==> src/rtl/arm_pkg.sv <==
// Shared widths, ALU command encodings and the ID/EX control bundle
// for the 5-stage ARM core pipeline.
package arm_pkg;

  localparam int DATA_W = 32;
  localparam int REG_AW = 4;
  localparam int CMD_W  = 4;

  localparam logic [CMD_W-1:0] EXE_CMD_NOP = 4'b0000;
  localparam logic [CMD_W-1:0] EXE_CMD_MOV = 4'b0001;
  localparam logic [CMD_W-1:0] EXE_CMD_ADD = 4'b0010;
  localparam logic [CMD_W-1:0] EXE_CMD_ADC = 4'b0011;
  localparam logic [CMD_W-1:0] EXE_CMD_SUB = 4'b0100;
  localparam logic [CMD_W-1:0] EXE_CMD_SBC = 4'b0101;
  localparam logic [CMD_W-1:0] EXE_CMD_AND = 4'b0110;
  localparam logic [CMD_W-1:0] EXE_CMD_ORR = 4'b0111;
  localparam logic [CMD_W-1:0] EXE_CMD_EOR = 4'b1000;
  localparam logic [CMD_W-1:0] EXE_CMD_MVN = 4'b1001;

  typedef struct packed {
    logic             wb_en;
    logic             mem_r_en;
    logic             mem_w_en;
    logic             b;
    logic             s;
    logic [CMD_W-1:0] exe_cmd;
  } id_ex_ctrl_t;

endpackage

==> src/rtl/pipe_reg.sv <==
// Generic pipeline register: async active-low reset, clear beats enable.
module pipe_reg #(
  parameter int W = 8
) (
  input  logic         clk,
  input  logic         rst_n,
  input  logic         en,
  input  logic         clr,
  input  logic [W-1:0] d,
  output logic [W-1:0] q
);

  logic [W-1:0] q_reg;

  always_ff @(posedge clk or negedge rst_n) begin
    if (!rst_n)   q_reg <= '0;
    else if (clr) q_reg <= '0;
    else if (en)  q_reg <= d;
  end

  assign q = q_reg;

endmodule

==> src/rtl/id_ex_stage_reg.sv <==
// ID/EX pipeline register: captures decoded control and operands, with
// freeze (hold) for hazards and bubble insertion for flushes / invalid slots.
module id_ex_stage_reg #(
  parameter int DATA_W = arm_pkg::DATA_W,
  parameter int REG_AW = arm_pkg::REG_AW,
  parameter int CMD_W  = arm_pkg::CMD_W
) (
  input  logic              clk,
  input  logic              rst_n,
  input  logic              freeze,
  input  logic              flush,
  input  logic              id_valid,
  input  logic              WB_EN_in,
  input  logic              MEM_R_EN_in,
  input  logic              MEM_W_EN_in,
  input  logic              B_in,
  input  logic              S_in,
  input  logic [CMD_W-1:0]  EXE_CMD_in,
  input  logic              imm_in,
  input  logic [DATA_W-1:0] PC_in,
  input  logic [DATA_W-1:0] Val_Rn_in,
  input  logic [DATA_W-1:0] Val_Rm_in,
  input  logic [11:0]       Shift_operand_in,
  input  logic [23:0]       Signed_imm_24_in,
  input  logic [REG_AW-1:0] Dest_in,
  input  logic [REG_AW-1:0] src1_in,
  input  logic [REG_AW-1:0] src2_in,
  input  logic [3:0]        SR_in,
  input  logic              fwd_en_in,
  output logic              WB_EN_out,
  output logic              MEM_R_EN_out,
  output logic              MEM_W_EN_out,
  output logic              B_out,
  output logic              S_out,
  output logic [CMD_W-1:0]  EXE_CMD_out,
  output logic              imm_out,
  output logic [DATA_W-1:0] PC_out,
  output logic [DATA_W-1:0] Val_Rn_out,
  output logic [DATA_W-1:0] Val_Rm_out,
  output logic [11:0]       Shift_operand_out,
  output logic [23:0]       Signed_imm_24_out,
  output logic [REG_AW-1:0] Dest_out,
  output logic [REG_AW-1:0] src1_out,
  output logic [REG_AW-1:0] src2_out,
  output logic [3:0]        SR_out,
  output logic              fwd_en_out,
  output logic              ex_valid
);

  import arm_pkg::*;

  localparam int CTRL_BITS = $bits(id_ex_ctrl_t) + 1;
  localparam int DATA_BITS = 1 + 3*DATA_W + 12 + 24 + 3*REG_AW + 4;

  logic                 load_en;
  logic                 load_clr;
  id_ex_ctrl_t          ctrl_in;
  id_ex_ctrl_t          ctrl_out;
  logic [CTRL_BITS-1:0] ctrl_d;
  logic [CTRL_BITS-1:0] ctrl_q;
  logic [DATA_BITS-1:0] data_d;
  logic [DATA_BITS-1:0] data_q;

  // A stalled invalid slot is held like any other; only a flush or an
  // advancing invalid slot turns the register into a bubble.
  assign load_en  = ~freeze | flush;
  assign load_clr = flush | (~freeze & ~id_valid);

  assign ctrl_in.wb_en    = WB_EN_in;
  assign ctrl_in.mem_r_en = MEM_R_EN_in;
  assign ctrl_in.mem_w_en = MEM_W_EN_in;
  assign ctrl_in.b        = B_in;
  assign ctrl_in.s        = S_in;
  assign ctrl_in.exe_cmd  = EXE_CMD_in;

  assign ctrl_d = {id_valid, ctrl_in};
  assign data_d = {imm_in, PC_in, Val_Rn_in, Val_Rm_in, Shift_operand_in,
                   Signed_imm_24_in, Dest_in, src1_in, src2_in, SR_in};

  pipe_reg #(.W(CTRL_BITS)) u_ctrl_reg (
    .clk   (clk),
    .rst_n (rst_n),
    .en    (load_en),
    .clr   (load_clr),
    .d     (ctrl_d),
    .q     (ctrl_q)
  );

  pipe_reg #(.W(DATA_BITS)) u_data_reg (
    .clk   (clk),
    .rst_n (rst_n),
    .en    (load_en),
    .clr   (load_clr),
    .d     (data_d),
    .q     (data_q)
  );

  // The forwarding mode bit survives bubbles: it never sees the clear.
  pipe_reg #(.W(1)) u_fwd_reg (
    .clk   (clk),
    .rst_n (rst_n),
    .en    (load_en),
    .clr   (1'b0),
    .d     (fwd_en_in),
    .q     (fwd_en_out)
  );

  assign {ex_valid, ctrl_out} = ctrl_q;
  assign WB_EN_out    = ctrl_out.wb_en;
  assign MEM_R_EN_out = ctrl_out.mem_r_en;
  assign MEM_W_EN_out = ctrl_out.mem_w_en;
  assign B_out        = ctrl_out.b;
  assign S_out        = ctrl_out.s;
  assign EXE_CMD_out  = ctrl_out.exe_cmd;

  assign {imm_out, PC_out, Val_Rn_out, Val_Rm_out, Shift_operand_out,
          Signed_imm_24_out, Dest_out, src1_out, src2_out, SR_out} = data_q;

endmodule
==> config.mk <==
export PLATFORM = sky130hd
export DESIGN_NAME = id_ex_stage_reg
export DESIGN_NICKNAME = d
export VERILOG_FILES = /design/src/rtl/arm_pkg.sv /design/src/rtl/pipe_reg.sv /design/src/rtl/id_ex_stage_reg.sv
export SDC_FILE = /design/constraint.sdc
export NUM_CORES = 1
export LEC_CHECK = 0
export ABC_CLOCK_PERIOD_IN_PS = 800
export CAP_MARGIN = 20
export CORE_AREA = 10 10 142 144
export DETAILED_ROUTE_END_ITERATION = 10
export DIE_AREA = 0 0 152 154
export PLACE_DENSITY_LB_ADDON = 0.08
export SETUP_SLACK_MARGIN = 0.3
export SLEW_MARGIN = 30
export SYNTH_ARGS = -nofsm -noshare
export SYNTH_HDL_FRONTEND = slang
export SYNTH_SLANG_ARGS = --single-unit
==> constraint.sdc <==
create_clock -name clk -period 0.8 [get_ports clk]
set_input_delay 0.16 -clock clk [delete_from_list [all_inputs] [get_ports clk]]
set_output_delay 0.16 -clock clk [all_outputs]
set_load 0.05 [all_outputs]
==> run summary <==
=====================================================================================
Maximum vdd drop                                                            0.00138 V
Core area                                                                  17,200 um2
Iteration-0 DRC count of the detailed router                                      363
Number of filler instances in the final layout                                  1,012
Net total in the final layout                                                     949
Failing checks                                                           negative hold slack, negative setup slack
Crit path kind                                                             reg -> out
Hold Fails Final Rpt                                                              160
Total number of cells along the worst setup path                                    1
Seq/Total Area, Yosys                                                           0.672
Layout Cell Area excl Fill                                                 13,400 um2
Clock latency on the worst-skew pair                                          0.42 ns
Synth Cell Area                                                              5960 um2
Crit Path Max Fanout                                                                2
Routed Antenna Nets                                                                 0
Area added between synthesis and finish                                          124%
Num Clock Sinks                                                                   160
CTS H-tree lvls                                                                     4
Net count of the mapped netlist                                                   541
Power density of the placed cells                                         1660 nW/um2
Total number of vias                                                            5,689
Worst Path Required                                                           0.64 ns
Worst path slowest cell                                                       dfrtp_2
Routed len/inst                                                               27.7 um
Reg2reg path depth                                                                  3
Asr flop ratio synth                                                             1.00
Clock Tree Buf Depth                                                                2
Combinational fraction of design power                                          0.242
WP buf/inv                                                                          1
Final-layout setup total negative slack                                     -63.17 ns
Cells taking the most area after synthesis                               dfrtp_1 (67%), a32o_1 (27%), buf_6 (2.3%)
Final routed wirelength across all metal layers                               28.3 mm
Crit start category                                                         flip-flop
Max Cap Viol                                                                        0
Buffer cell driving the clock tree root                                     clkbuf_16
Global route total overflow                                                         0
Drt pass-1 iters                                                                    5
Overall fraction of global-route tracks in use                                  0.225
TritonCTS clock tree                                                             done
Avg Synthesized Cell Area                                                    15.8 um2
Overall die width                                                              152 um
Slowest cell delay on critical path                                           0.44 ns
Setup-violating endpoint count in the final report                                303
Number of enable flip-flop cells after synthesis                                    0
Clock-pin slew of the registers on the worst-case setup and hold paths        0.06 ns
Path category of the worst min-delay check                                in -> async
Row cnt                                                                            48
Net Sw Frac                                                                     0.270
Worst path top cell family by delay                                        flip-flops
Proportion of power drawn by the clock network                                  0.362
Most frequent cell after synthesis                                            dfrtp_1
DIE HEIGHT                                                                     154 um
Vias in the first global route                                                  6,107
DRC violations left                                                                 0
Slew of the pin with the lowest slew margin                                  0.254 ns
Max FFs per register                                                              149
Largest area contributor in the netlist                                       dfrtp_1
Number of warnings issued by yosys                                                  0
Antenna diode count                                                                 0
Total leakage power                                                        0.00565 uW
Initial standard-cell utilization of the core                                   0.347
Per-cell via count in the routed design                                          5.57
Arrival time of data at the critical path endpoint                            1.02 ns
Clk_skew                                                                         0 ns
Final Cycle Share                                                                1.47
Post-synthesis register bit count                                                 160
Slack of the critical path                                                  -0.378 ns
Wire length of the first global-routing pass                                  40.6 mm
Cell internal power dissipation                                             16,200 uW
Number of buffers created by CTS                                                   17
Max-slew violation count                                                            0
Fraction of final layout cells with drive strength greater than 1               0.478
Largest net degree at the start of global routing                                  51
Switching power total                                                         6000 uW
Number of top-level pins                                                          324
Worst slew margin relative to its limit                                         0.831
Final HPWL DP                                                                 18.0 mm
Predominant post-synthesis flop cell                                          dfrtp_1
Most frequent cells after synthesis                                      dfrtp_1 (160), a32o_1 (158), buf_2 (21), buf_6 (12), clkbuf_1 (12)
Relative contribution of sequential cells to total power                        0.396
Placer's final routability congestion estimate                                  0.801
Antenna violations before repair                                                    0
Area after DPL                                                             11,200 um2
Result of the run                                                        finished, violations left
Port buffer count                                                                 323
Library cells used by synthesis                                                    12
Unrepaired setup endpoints after global routing                                   yes
Die Footprint                                                              23,400 um2
Max Clk Rate                                                                  849 MHz
Sort of element at the end of the critical path                            output pin
Synthesized netlist cell count                                                    377
Area share of the largest cell type after synthesis                             0.672
List of cells traversed by the critical path                                   buf_12
Tmin final                                                                    1.18 ns
Hold WS                                                                     -0.407 ns
Setup WS pre-CTS                                                            -0.817 ns
=====================================================================================
[power groups by stage]
stage / sequential (uW) / clock [uW] / combinational, uW
finish: 8780 / 8040 / 5370
global route: 8810 / 8530 / 5570
global placement: 8890 / 0 / 4390
CTS: 8770 / 8130 / 5200
detailed placement: 8920 / 0 / 4460
floorplan: 9820 / 0 / 718
[layer usage]
layer  routed length [um]  part of all wire  GRT usage
met2                15400              0.54      0.410
met3                 2450             0.086     0.0870
met5                    0                 0          0
met1                 9790              0.35      0.233
met4                  677             0.024     0.0715
[cells by family (layout without fill, tap and decap cells)]
kind of cell / count (synthesis) / in the layout / synth area share
muxes: 2 / 2 / 0.00357
DFF: 160 / 160 / 0.672
and+or+nand+nor: 4 / 4 / 0.00336
buffers and inverters: 53 / 473 / 0.0554
AOI/OAI and AO/OA: 158 / 158 / 0.265
[layout by cell type (no fill, tap or decap), drive strengths merged]
cell type / n
dfrtp: 160
nor2: 2
a32o: 158
clkbuf: 24
mux2: 1
clkinvlp: 3
clkdlybuf4s50: 159
nor2b: 2
inv: 1
mux2i: 1
clkinv: 5
buf: 279
bufinv: 2
[per-stage QoR]
step / hold WS (ns) / power, uW / instances / utilization
global route: -0.407 / 22900 / 1022 / 0.778
finish: -0.407 / 22200 / 1022 / 0.778
detailed placement: 0.0344 / 13400 / 901 / 0.654
global placement: 0.0305 / 13300 / 901 / 0.654
CTS: -0.408 / 22100 / 998 / 0.757
floorplan: -0.136 / 10500 / 377 / -
[final cells by class]
cell class / count / area, um2 / area share
inverter: 1 / 11.3 / 0.000843
sequential: 160 / 4080 / 0.305
clock buffer: 21 / 470 / 0.0352
multi-input combinational: 164 / 1650 / 0.123
timing repair buffer: 441 / 6760 / 0.506
clock inverter: 10 / 111 / 0.00833
tap: 225 / 282 / 0.0211
[what timing repair did]
item,CTS,global route
setup buffers,45,20
cloned,21,4
pin swaps,146,78
endpoints found under the hold margin,160,160
endpoints found under the setup margin,320,320
resized for setup,68,35
[final timing paths]
check | start | endpoint | slack [ns]
hold / removal | rst_n | u_data_reg.q[63] | -0.41
min in group clk | id_valid | u_ctrl_reg.q[9] | 0.11
hold reg to reg | u_data_reg.q[8] | u_data_reg.q[8] | 0.53
setup / recovery | u_ctrl_reg.q[2] | EXE_CMD_out[2] | -0.38
max in group asynchronous | rst_n | u_ctrl_reg.q[3] | 0.69
setup reg to reg | u_data_reg.q[28] | u_data_reg.q[28] | -0.19
Power figures use the tool's default switching activity.
